==> src/rtl/mini_cpu_param_if.sv <==
// Issue/result bundle for mini_cpu_param: instruction fields in, status and display result out.
// Handshake: a rising edge on enviar requests one instruction; while busy is high further edges are dropped; done pulses for exactly one cycle as busy falls and valor_final/overflow/mostrar hold until the next done.
interface mini_cpu_param_if #(
    parameter int DATA_W = 16,
    parameter int REG_AW = 4,
    parameter int IMM_W  = 6
);
    logic              enviar;
    logic [2:0]        opcode;
    logic [REG_AW-1:0] src1;
    logic [REG_AW-1:0] src2;
    logic [REG_AW-1:0] dest;
    logic              sinal_imm;
    logic [IMM_W-1:0]  imm;
    logic              busy;
    logic              done;
    logic [DATA_W-1:0] valor_final;
    logic              mostrar;
    logic              overflow;
    logic [2:0]        state_dbg;

    modport master (
        output enviar, opcode, src1, src2, dest, sinal_imm, imm,
        input  busy, done, valor_final, mostrar, overflow, state_dbg
    );

    modport slave (
        input  enviar, opcode, src1, src2, dest, sinal_imm, imm,
        output busy, done, valor_final, mostrar, overflow, state_dbg
    );
endinterface

==> src/rtl/mini_cpu_param.sv <==
// Multi-cycle parametrised mini CPU: synchronised issue button, READ/EXEC/(MULT)/WB sequencer,
// NUM_REGS x DATA_W register file and a fixed-latency shift-add multiplier.
module mini_cpu_param #(
    parameter int DATA_W = 16,
    parameter int REG_AW = 4,
    parameter int IMM_W  = 6
) (
    input  logic             clk,
    input  logic             rst_n,
    mini_cpu_param_if.slave  bus
);
    localparam int NUM_REGS = 2 ** REG_AW;
    localparam int CNT_W    = $clog2(DATA_W);
    localparam int MSB      = DATA_W - 1;
    localparam logic [CNT_W-1:0] CNT_LAST = CNT_W'(DATA_W - 1);

    localparam logic [2:0] OP_LOAD    = 3'd0;
    localparam logic [2:0] OP_ADD     = 3'd1;
    localparam logic [2:0] OP_ADDI    = 3'd2;
    localparam logic [2:0] OP_SUB     = 3'd3;
    localparam logic [2:0] OP_SUBI    = 3'd4;
    localparam logic [2:0] OP_MUL     = 3'd5;
    localparam logic [2:0] OP_CLEAR   = 3'd6;
    localparam logic [2:0] OP_DISPLAY = 3'd7;

    typedef enum logic [2:0] {
        S_IDLE = 3'd0,
        S_READ = 3'd1,
        S_EXEC = 3'd2,
        S_MULT = 3'd3,
        S_WB   = 3'd4
    } state_t;

    state_t              state_q;
    logic                sync1_q, sync2_q, prev_q;
    logic [2:0]          op_q;
    logic [REG_AW-1:0]   src1_q, src2_q, dest_q;
    logic [DATA_W-1:0]   imm_q;
    logic [DATA_W-1:0]   op_a_q, op_b_q;
    logic [DATA_W-1:0]   result_q;
    logic                ovf_q;
    logic [2*DATA_W-1:0] acc_q;
    logic [CNT_W-1:0]    cnt_q;
    logic [DATA_W-1:0]   valor_final_q;
    logic                overflow_q, mostrar_q, done_q;
    logic [DATA_W-1:0]   rf_q [NUM_REGS];

    logic                start;
    logic [DATA_W-1:0]   imm_zext, imm_ext;
    logic [DATA_W-1:0]   rhs, add_r, sub_r, alu_res;
    logic                alu_ovf;
    logic [2*DATA_W-1:0] partial, acc_d;

    // Only the synchronised level is edge-detected, so a held button issues once.
    assign start = sync2_q & ~prev_q;

    always_comb begin
        imm_zext = {{(DATA_W-IMM_W){1'b0}}, bus.imm};
        imm_ext  = bus.sinal_imm ? (DATA_W'(0) - imm_zext) : imm_zext;
    end

    always_comb begin
        rhs     = ((op_q == OP_ADDI) || (op_q == OP_SUBI)) ? imm_q : op_b_q;
        add_r   = op_a_q + rhs;
        sub_r   = op_a_q - rhs;
        alu_res = '0;
        alu_ovf = 1'b0;
        case (op_q)
            OP_LOAD:    alu_res = imm_q;
            OP_ADD, OP_ADDI: begin
                alu_res = add_r;
                alu_ovf = (op_a_q[MSB] == rhs[MSB]) && (add_r[MSB] != op_a_q[MSB]);
            end
            OP_SUB, OP_SUBI: begin
                alu_res = sub_r;
                alu_ovf = (op_a_q[MSB] != rhs[MSB]) && (sub_r[MSB] != op_a_q[MSB]);
            end
            OP_DISPLAY: alu_res = op_a_q;
            default:    alu_res = '0;
        endcase
    end

    // One multiplier bit per cycle; a zero bit still spends its cycle.
    always_comb begin
        partial = op_b_q[cnt_q] ? ({{DATA_W{1'b0}}, op_a_q} << cnt_q) : '0;
        acc_d   = acc_q + partial;
    end

    always_ff @(posedge clk or negedge rst_n) begin
        if (!rst_n) begin
            state_q       <= S_IDLE;
            sync1_q       <= 1'b0;
            sync2_q       <= 1'b0;
            prev_q        <= 1'b0;
            op_q          <= '0;
            src1_q        <= '0;
            src2_q        <= '0;
            dest_q        <= '0;
            imm_q         <= '0;
            op_a_q        <= '0;
            op_b_q        <= '0;
            result_q      <= '0;
            ovf_q         <= 1'b0;
            acc_q         <= '0;
            cnt_q         <= '0;
            valor_final_q <= '0;
            overflow_q    <= 1'b0;
            mostrar_q     <= 1'b0;
            done_q        <= 1'b0;
            for (int i = 0; i < NUM_REGS; i++) rf_q[i] <= '0;
        end else begin
            sync1_q <= bus.enviar;
            sync2_q <= sync1_q;
            prev_q  <= sync2_q;
            done_q  <= 1'b0;
            case (state_q)
                S_IDLE: begin
                    if (start) begin
                        op_q    <= bus.opcode;
                        src1_q  <= bus.src1;
                        src2_q  <= bus.src2;
                        dest_q  <= bus.dest;
                        imm_q   <= imm_ext;
                        state_q <= S_READ;
                    end
                end
                S_READ: begin
                    op_a_q  <= rf_q[src1_q];
                    op_b_q  <= rf_q[src2_q];
                    state_q <= S_EXEC;
                end
                S_EXEC: begin
                    if (op_q == OP_MUL) begin
                        acc_q   <= '0;
                        cnt_q   <= '0;
                        state_q <= S_MULT;
                    end else begin
                        result_q <= alu_res;
                        ovf_q    <= alu_ovf;
                        state_q  <= S_WB;
                    end
                end
                S_MULT: begin
                    acc_q <= acc_d;
                    cnt_q <= cnt_q + 1'b1;
                    if (cnt_q == CNT_LAST) begin
                        result_q <= acc_d[DATA_W-1:0];
                        ovf_q    <= |acc_d[2*DATA_W-1:DATA_W];
                        state_q  <= S_WB;
                    end
                end
                S_WB: begin
                    if (op_q == OP_CLEAR) begin
                        for (int i = 0; i < NUM_REGS; i++) rf_q[i] <= '0;
                    end else if (op_q != OP_DISPLAY) begin
                        rf_q[dest_q] <= result_q;
                    end
                    valor_final_q <= result_q;
                    overflow_q    <= ovf_q;
                    mostrar_q     <= (op_q != OP_CLEAR);
                    done_q        <= 1'b1;
                    state_q       <= S_IDLE;
                end
                default: state_q <= S_IDLE;
            endcase
        end
    end

    assign bus.busy        = (state_q != S_IDLE);
    assign bus.done        = done_q;
    assign bus.valor_final = valor_final_q;
    assign bus.mostrar     = mostrar_q;
    assign bus.overflow    = overflow_q;
    assign bus.state_dbg   = state_q;
endmodule

==> src/flat_wrapper.sv <==
// flat-port wrapper written by rule: the top's interface ports become plain ports
module mini_cpu_param_flat 
#(
    parameter int DATA_W = 16,
    parameter int REG_AW = 4,
    parameter int IMM_W  = 6
)
  (clk, rst_n, bus_enviar, bus_opcode, bus_src1, bus_src2, bus_dest, bus_sinal_imm, bus_imm, bus_busy, bus_done, bus_valor_final, bus_mostrar, bus_overflow, bus_state_dbg);
  mini_cpu_param_if #(.DATA_W(DATA_W), .REG_AW(REG_AW), .IMM_W(IMM_W)) bus_i ();
  input  logic clk;
  input  logic rst_n;
  input wire logic [$bits(bus_i.enviar)-1:0] bus_enviar;
  input wire logic [$bits(bus_i.opcode)-1:0] bus_opcode;
  input wire logic [$bits(bus_i.src1)-1:0] bus_src1;
  input wire logic [$bits(bus_i.src2)-1:0] bus_src2;
  input wire logic [$bits(bus_i.dest)-1:0] bus_dest;
  input wire logic [$bits(bus_i.sinal_imm)-1:0] bus_sinal_imm;
  input wire logic [$bits(bus_i.imm)-1:0] bus_imm;
  output wire logic [$bits(bus_i.busy)-1:0] bus_busy;
  output wire logic [$bits(bus_i.done)-1:0] bus_done;
  output wire logic [$bits(bus_i.valor_final)-1:0] bus_valor_final;
  output wire logic [$bits(bus_i.mostrar)-1:0] bus_mostrar;
  output wire logic [$bits(bus_i.overflow)-1:0] bus_overflow;
  output wire logic [$bits(bus_i.state_dbg)-1:0] bus_state_dbg;
  assign bus_i.enviar = bus_enviar;
  assign bus_i.opcode = bus_opcode;
  assign bus_i.src1 = bus_src1;
  assign bus_i.src2 = bus_src2;
  assign bus_i.dest = bus_dest;
  assign bus_i.sinal_imm = bus_sinal_imm;
  assign bus_i.imm = bus_imm;
  assign bus_busy = bus_i.busy;
  assign bus_done = bus_i.done;
  assign bus_valor_final = bus_i.valor_final;
  assign bus_mostrar = bus_i.mostrar;
  assign bus_overflow = bus_i.overflow;
  assign bus_state_dbg = bus_i.state_dbg;
  mini_cpu_param #(.DATA_W(DATA_W), .REG_AW(REG_AW), .IMM_W(IMM_W)) u_core (.clk(clk), .rst_n(rst_n), .bus(bus_i));
endmodule
==> config.mk <==
export PLATFORM = sky130hd
export DESIGN_NAME = mini_cpu_param_flat
export DESIGN_NICKNAME = d
export VERILOG_FILES = /design/src/rtl/mini_cpu_param_if.sv /design/src/rtl/mini_cpu_param.sv /design/src/flat_wrapper.sv
export SDC_FILE = /design/constraint.sdc
export NUM_CORES = 1
export LEC_CHECK = 0
export ABC_AREA = 1
export CAP_MARGIN = 20
export CORE_MARGIN = 1.5
export CORE_UTILIZATION = 31
export CTS_CLUSTER_SIZE = 40
export DETAILED_ROUTE_END_ITERATION = 12
export GPL_TIMING_DRIVEN = 0
export PLACE_DENSITY = 0.45
export SLEW_MARGIN = 20
export SYNTH_ARGS = -nofsm -noshare
export SYNTH_HDL_FRONTEND = slang
export SYNTH_SLANG_ARGS = --single-unit
==> constraint.sdc <==
create_clock -name clk -period 2.96 [get_ports clk]
set_clock_uncertainty 0.1 [all_clocks]
set_input_delay 0.592 -clock clk [delete_from_list [all_inputs] [get_ports clk]]
set_output_delay 0.592 -clock clk [all_outputs]
set_load 0.02 [all_outputs]
==> qor.csv <==
metric;value;unit
clk-insertion-delay-late;0.63;ns
number_of_remaining_drc_errors;0;
cts_made_buffers;48;
finalWirelength;121000;um
drt-vias-per-instance;5.53;
worstPathArrival;3.89;ns
postSynthCellCount;3498;
tritoncts;done;
final.setup.tns;-7.81;ns
critical_path_end_type;flop;
most_common_cell_after_layout_fill_and_taps_aside;nand2_1;
synth.area.top_cells;dfrtp_1, nand2_1, o21ai_0;
via_count;26400;
avgSynthCellArea;7.00;um^2
core_area;77800;um^2
num_ports;48;
avgRoutedWirePerCell;25.3;um
clock_tree.buffer_depth;3;
dp.final_hpwl;89100;um
number_of_h_tree_branching_levels;2;
grt_use_total;29.2;%
yosysSeqAreaShare;39.6;%
n_fill_cell;8250;
grt_overflow;0;
postSynthNetCount;3592;
setup_violations;48;
synth.largest_area_cell;dfrtp_1;
timing_worst_slew_pin_value;1.20;ns
finalHoldWorstSlack;0.247;ns
cts.reportedPaths.clkPinSlew;0.06;ns
gp_weighted_congestion;1.02;
p_r_area_growth_vs_syn;28.3;%
status;finished with violations;
floorplan_row_count;102;
die-area;80700;um^2
post-route-util;40.4;%
finalHoldViolations;0;
die-width;284;um
first_global_vias;25500;
final.setup.worst_slack;-0.535;ns
drt.antenna.violating_nets;0;
die_h;284;um
r2r_setup_slack;-0.53;ns
multiInputGateArea;15000;um^2
yosys.area.top_type_share;39.6;%
drive_above_1_share;20.9;%
netlist-cell-type-count;47;
post_synthesis_sequential_element_count;388;
min_period_over_period;118;%
timing.final.crit_period;3.49;ns
cp.required;3.35;ns
cp-start-kind;flop;
finish.net_count;3785;
report.final.slew_viol_count;0;
synth.cell_area;24500;um^2
unrepaired_setup_endpoints_after_global_routing;yes;
violations_in_the_final_reports;setup timing;
port-buffer-count;47;
setup.worst_path.class;reg2reg;
maxSlewHeadroom;20.1;%
initial_utilization;31.5;%
timing.hold.worst.class;reg2reg;
max_cap_violations;0;
max_freq;0.286;GHz
tritoncts_num_sinks;388;
grt_antenna_before_repair;6;
synth.yosys.warnings;0;
area.sequential;9710;um^2
grt_first_pass_wirelength;175000;um
drtPass1Iterations;6;
grt_max_degree;93;
layout.cells.most_common_list;nand2_1, o21ai_0, dfrtp_1;
critPathMaxFanout;6;
buffer_type_at_the_clock_tree_root;clkbuf_16;
first_iter_violations;2632;
## path summary, 6_finish.rpt
check,from,end,depth (start not counted)
worst min register to register,u_core.sync1_q$_DFF_PN0_,u_core.sync2_q$_DFF_PN0_,0
worst max register to register,u_core.cnt_q[0]$_DFFE_PN0P_,u_core.ovf_q$_DFFE_PN0P_,25
min in group asynchronous,rst_n,u_core.imm_q[1]$_DFFE_PN0P_,2
worst max-delay path,u_core.cnt_q[0]$_DFFE_PN0P_,u_core.ovf_q$_DFFE_PN0P_,25
max in group asynchronous,rst_n,u_core.rf_q[171]$_DFFE_PN0P_,4
worst min-delay path,u_core.sync1_q$_DFF_PN0_,u_core.sync2_q$_DFF_PN0_,0
## cells by family after synthesis
kind of cell,after synthesis,synth area share (%)
xor gates and xnor gates,6,0.215
DFF,388,39.6
buffers and inverters,545,8.66
muxes,11,0.490
AOI/OAI and AO/OA,989,22.5
adders and majority gates,69,3.62
and+or+nand+nor,1490,24.8
## per-stage QoR
stage | setup WS (ns) | cell area [um^2] | instances
3_3_place_gp | -17.40 | 26400 | 4585
5_1_grt | -0.701 | 31400 | 4767
6_report | -0.535 | 31400 | 4768
3_5_place_dp | -1.32 | 26500 | 4589
2_1_floorplan | 0.0000930 | 24600 | 3498
4_1_cts | -0.554 | 30100 | 4732
## cell usage after synthesis (all sizes together)
cell type and number:
nand2 829, o21ai 658, nor2 426, dfrtp 388
inv 329, nand3 191, clkbuf 157, a21oi 121
o221ai 85, ha 66, buf 57, o22ai 41
a31oi 24, nand4 19, a22oi 15, o21a 11
a311oi 10, nor3 10, a21o 8, mux2 8
or2 6, nand3b 5, xor2 5, o211ai 4
a31o 3, fa 3, mux2i 3, o21bai 3
clkinv 2, nor3b 2, o2111ai 2, o31ai 2
a21boi 1, a41oi 1, and3 1, nor4 1
xnor2 1
## area by class of cell
cell class | count | share of cell area [%]
Antenna cell | 1 | 0.00797
Buffer | 208 | 3.28
Clock buffer | 73 | 4.57
Clock inverter | 13 | 0.514
Inverter | 331 | 4.02
Multi-Input combinational cell | 2565 | 47.8
Sequential cell | 388 | 30.9
Tap cell | 1040 | 4.14
Timing Repair Buffer | 149 | 4.75
## what timing repair did
action | CTS | global route
gates resized for setup | 463 | 308
endpoints found under the setup margin | 56 | 62
setup buffers | 58 | 35
pin swaps | 108 | 162
hold endpoints to repair | 61 | 0
gates cloned | 3 | 2
hold buffers | 1 | 0
## routing by layer
layer,track usage [%],vias to the layer above,part of all wire [%]
li1,-,12100,-
met4,14.6,10,6.1
met5,0,-,0.050
met1,36.8,12800,41
met3,6.24,358,7.9
met2,47.1,1155,45
## sequential cells by signal (all words and copies together), names as in the netlist, 3 cells and up
signal	flops
u_core.acc_q	32
u_core.bus.state_dbg	3
u_core.bus.valor_final	16
u_core.cnt_q	4
u_core.dest_q	4
u_core.imm_q	7
u_core.op_a_q	16
u_core.op_b_q	16
u_core.op_q	3
u_core.result_q	16
u_core.rf_q	256
u_core.src1_q	4
u_core.src2_q	4
## critical path: stages, from the launching register on
cell and delay (ns):
dfrtp_2 0.45, buf_6 0.13, buf_4 0.15, a21oi_2 0.12, o21ai_1 0.08, o211ai_1 0.17
nand3_2 0.18, buf_8 0.19, nor2_4 0.15, ha_4 0.24, nand2_1 0.12, inv_1 0.07
nand2_1 0.07, nand2_1 0.06, nand2_1 0.12, nand3_4 0.12, nand2_1 0.11, nand2_1 0.05
nand2_1 0.07, nand2_2 0.06, nor2_1 0.11, nand2_1 0.08, nor2_2 0.15, nand2_2 0.10
nand2_4 0.09, nand2_2 0.04
Power is left out: the tool's default activity adds up to more than one toggle a clock period on the data nets, which glitch-free logic cannot reach.
